$ cat config.mk
export PLATFORM = sky130hd
export DESIGN_NAME = param_intf
export DESIGN_NICKNAME = d
export VERILOG_FILES = /design/src/rtl/param_intf_pkg.sv /design/src/rtl/param_intf_rsp_reg.sv /design/src/rtl/param_intf.sv
export SDC_FILE = /design/constraint.sdc
export NUM_CORES = 1
export LEC_CHECK = 0
export ABC_AREA = 1
export BUFFER_PORTS_ARGS = -buffer_cell sky130_fd_sc_hd__buf_2
export CAP_MARGIN = 20
export CORE_MARGIN = 1.5
export CORE_UTILIZATION = 36
export DETAILED_ROUTE_END_ITERATION = 12
export GPL_TIMING_DRIVEN = 0
export PLACE_DENSITY = 0.85
export SLEW_MARGIN = 5
export SYNTH_ARGS = -nofsm -noshare
export SYNTH_HDL_FRONTEND = slang
export SYNTH_SLANG_ARGS = --single-unit
$ cat constraint.sdc
create_clock -name clk -period 0.95 [get_ports clk]
set_input_delay 0.1425 -clock clk [delete_from_list [all_inputs] [get_ports clk]]
set_output_delay 0.1425 -clock clk [all_outputs]
set_load 0.05 [all_outputs]
$ cat src/rtl/param_intf_pkg.sv
// param_intf_pkg: read-select encoding and default function-query constant.
package param_intf_pkg;
  typedef enum logic [1:0] {
    SEL_VAL    = 2'd0,
    SEL_FUNC   = 2'd1,
    SEL_PARAM  = 2'd2,
    SEL_STATUS = 2'd3
  } sel_e;
  localparam int unsigned FUNC_VALUE_DEFAULT = 5;
endpackage

$ cat src/rtl/param_intf_rsp_reg.sv
// param_intf_rsp_reg: one-entry response holding register with valid/ready handshake.
module param_intf_rsp_reg (
  input  logic        clk,
  input  logic        rst_n,
  input  logic        in_valid_i,
  input  logic [31:0] in_data_i,
  input  logic        in_err_i,
  output logic        in_ready_o,
  output logic        out_valid_o,
  output logic [31:0] out_data_o,
  output logic        out_err_o,
  input  logic        out_ready_i
);
  logic        valid_q, valid_d, err_q, err_d, load;
  logic [31:0] data_q, data_d;
  // Accept a new entry whenever the slot is empty or being drained this cycle.
  assign in_ready_o = !valid_q || out_ready_i;
  assign load = in_valid_i && in_ready_o;
  always_comb begin
    valid_d = load ? 1'b1 : valid_q && !out_ready_i;
    data_d  = load ? in_data_i : data_q;
    err_d   = load ? in_err_i : err_q;
  end
  always_ff @(posedge clk) begin
    if (!rst_n) begin
      valid_q <= 1'b0;
      data_q  <= '0;
      err_q   <= 1'b0;
    end else begin
      valid_q <= valid_d;
      data_q  <= data_d;
      err_q   <= err_d;
    end
  end
  assign out_valid_o = valid_q;
  assign out_data_o  = data_q;
  assign out_err_o   = err_q;
endmodule

$ cat src/rtl/param_intf.sv
// param_intf: one-bit val register plus a select-based read port with registered response.
module param_intf
  import param_intf_pkg::*;
#(
  parameter int unsigned PARAM      = 0,
  parameter int unsigned FUNC_VALUE = FUNC_VALUE_DEFAULT
) (
  input  logic        clk,
  input  logic        rst_n,
  input  logic        val_we,
  input  logic        val_d,
  output logic        val,
  input  logic        req_valid,
  input  logic [1:0]  req_sel,
  output logic        req_ready,
  output logic        rsp_valid,
  output logic [31:0] rsp_data,
  output logic        rsp_err,
  input  logic        rsp_ready
);
  logic        val_q, written_q;
  logic [31:0] rdata;
  logic        rerr;
  // Read data is taken from the pre-write register state of the accepting edge.
  always_comb begin
    rdata = req_sel == SEL_VAL   ? {31'b0, val_q} :
            req_sel == SEL_FUNC  ? 32'(FUNC_VALUE) :
            req_sel == SEL_PARAM ? 32'(PARAM) :
                                   {30'b0, written_q, val_q};
    rerr  = req_sel == SEL_STATUS && !written_q;
  end
  always_ff @(posedge clk) begin
    if (!rst_n) begin
      val_q     <= 1'b0;
      written_q <= 1'b0;
    end else if (val_we) begin
      val_q     <= val_d;
      written_q <= 1'b1;
    end
  end
  assign val = val_q;
  param_intf_rsp_reg u_rsp (
    .clk         (clk),
    .rst_n       (rst_n),
    .in_valid_i  (req_valid),
    .in_data_i   (rdata),
    .in_err_i    (rerr),
    .in_ready_o  (req_ready),
    .out_valid_o (rsp_valid),
    .out_data_o  (rsp_data),
    .out_err_o   (rsp_err),
    .out_ready_i (rsp_ready)
  );
endmodule

==> flow_summary.yaml <==
drt:
  wl_um: 948
  num_vias: 477
  drtIter0Drc: 2
  drc: 0
  dr.pass1.iters: 4
  wl_per_cell_um: 7.022
  ant_nets: 0
  via_per_inst: 3.533
floorplanning:
  core_area_mm2: 0.001318
  die-area_mm2: 0.001675
  initial_core_util: 0.3932
  die_h_um: 40.93
  pin_count: 44
  rows: 13
  die_w_um: 40.93
power:
  p_per_area_mw_per_mm2: 1432
  p_total_mw: 1.158
  total_leakage_power_nw: 0.5063
  ir_worst_vdd_v: 0.0007272
finish:
  fin_util: 0.6135
  fin_nets: 129
  fillers: 135
  n_antenna_cell: 0
  layout-drive-gt1-share: 0.4333
  syn_to_final_growth_pct: 56.04
  final_cells: 135
timing:
  holdWs_ns: 0.1596
  finClkSkew_ns: 0.008860
  period_minus_slack_ns: 0.9747
  setup_ws_ns: -0.02473
  setup_viol: 2
  fmaxAchievable_mhz: 1026
  min_period_over_period: 1.026
  slew_violations: 0
  hold_viol: 0
  grt_setup_unrepaired: "yes"
critical_path:
  path_max_fanout: 2
  critPathSlowestCell: "dfxtp_4"
  critical_path_class: "reg2out"
  end_kind: "output pin"
  critPathLaunchType: "flop"
  max_stage_delay_ns: 0.37
  arrival_ns: 0.83
  worstPathRequired_ns: 0.81
  cp_cell_sequence: "nand2_8 -> buf_8"
cts:
  clock_path_buffers: 2
  clk_latency_ns: 0.26
  clock-sinks: 7
  clkTransAtPathRegs_ns: 0.06
  h-tree-depth: 1
  cts_buffers: 3
  root_buffer: "clkbuf_4"
  cts_tree: "yes"
  ctsHoldBuffers: 0
synth:
  synth_warnings: 0
  syn_area_um2: 518.0
  ys_types: 12
  synth_area_leaders: "buf_4, dfxtp_1, nor2_1"
  yosys.area.top_type: "buf_4"
  postSynthAreaPerCell_um2: 7.096
  syn_inst: 73
  synth.top_cell.area_share: 0.4203
  ys_seq_elements: 7
  ys_seq_area_frac: 0.2705
place:
  port_buffers: 14
  post-place-ws_ns: 0.1290
  dp_hpwl_um: 777.8
  gp_congestion: 0.8237
  dp_cells: 130
run:
  drv_cap: 0
global_route:
  grt.total_usage: 0.1303
  grt_start_max_net_pins: 7
  grt_first_pass_wirelength_mm: 1.290
  grt_overflow: 0
  antenna_found_initial: 0
  grt_pass1_vias: 341
status:
  status: "finished, violations left"
  violations: "negative setup slack"
worst_hold_path:
  min_path_type: "in2reg"
registers in the layout, indices dropped and copies added (netlist names):
register           count
u_rsp.out_valid_o      1
u_rsp.out_err_o        1
val                    1
u_rsp.out_data_o       3
written_q              1
worst paths after layout:
| check | from | endpoint | slack (ns) | cells after the start |
|---|---|---|---|---|
| min | rst_n | u_rsp.out_data_o[0] | 0.16 | 3 |
| min reg2reg | val | val | 0.49 | 2 |
| max reg2reg | u_rsp.out_valid_o | u_rsp.out_data_o[2] | 0.06 | 6 |
| max | u_rsp.out_valid_o | req_ready | -0.02 | 2 |
final cells by class:
cell class / instances / area [um2] / share of cell area
clock buffer: 4 / 26.28 / 0.03251
multi-input combinational: 56 / 240.2 / 0.2972
sequential: 7 / 145.1 / 0.1796
buffer: 29 / 217.7 / 0.2694
tap: 15 / 18.77 / 0.02322
timing repair buffer: 15 / 126.4 / 0.1563
inverter: 9 / 33.78 / 0.04180
synth_stat cells:
library cell	number
dfxtp_1	7
o21ai_0	1
nand3_1	5
inv_2	1
nor2_1	10
nand2_1	6
buf_4	29
a21oi_1	3
inv_1	8
conb_1	1
nand2_2	1
nand2_4	1
cells in the final DEF, fill, tap and decap left out:
master    instances
dfxtp_2           1
inv_2             1
dfxtp_1           5
clkbuf_4          3
nor2_1           10
buf_2             7
buf_6             3
buf_12            1
buf_8             1
a21oi_1           3
conb_1           29
clkbuf_1          1
nand2_1           6
nand2_2           1
dfxtp_4           1
nand2_8           1
inv_1             8
buf_4            32
nand3_1           5
o21ai_0           1
where the power goes:
part	switching (mW)	internal [mW]
combinational	0.394	0.157
clock	0.115	0.161
sequential	0.0154	0.315
timing repair:
item / in CTS / in global routing
endpoints found under the setup margin: 7 / 5
cloned: 0 / 0
resized for setup: 9 / 3
buffers inserted: 0 / 1
pin swaps: 1 / 0
cell families (layout without fill, tap and decap cells):
kind of cell,Yosys count,after routing,synth area share
AOI/OAI and AO/OA,4,4,0.03863
and+or+nand+nor,23,23,0.1981
other,1,29,0.007239
DFF,7,7,0.2705
buffers and inverters,38,57,0.4855
metrics by stage:
step	cell area (um2)	setup TNS [ns]
after global placement	725.7	0
final	808.3	-0.04285
after CTS	777.0	-0.07800
after floorplan	636.9	0
after global routing	808.3	-0.1421
after detailed placement	725.7	0
layer usage:
| layer | vias up | GRT usage | routed length [um] |
|---|---|---|---|
| met4 | 0 | 0.1000 | 29 |
| met1 | 188 | 0.09477 | 277 |
| met3 | 4 | 0.06522 | 128 |
| li1 | 256 | - | - |
| met2 | 29 | 0.2461 | 513 |
| met5 | - | 0 | 0 |
critical path, delay by kind of cell (launching register included):
kind | cells | cell delay (ns)
buffers and inverters | 1 | 0.15
and+or+nand+nor | 1 | 0.06
DFF | 1 | 0.37
(Power assumes the default switching activity.)
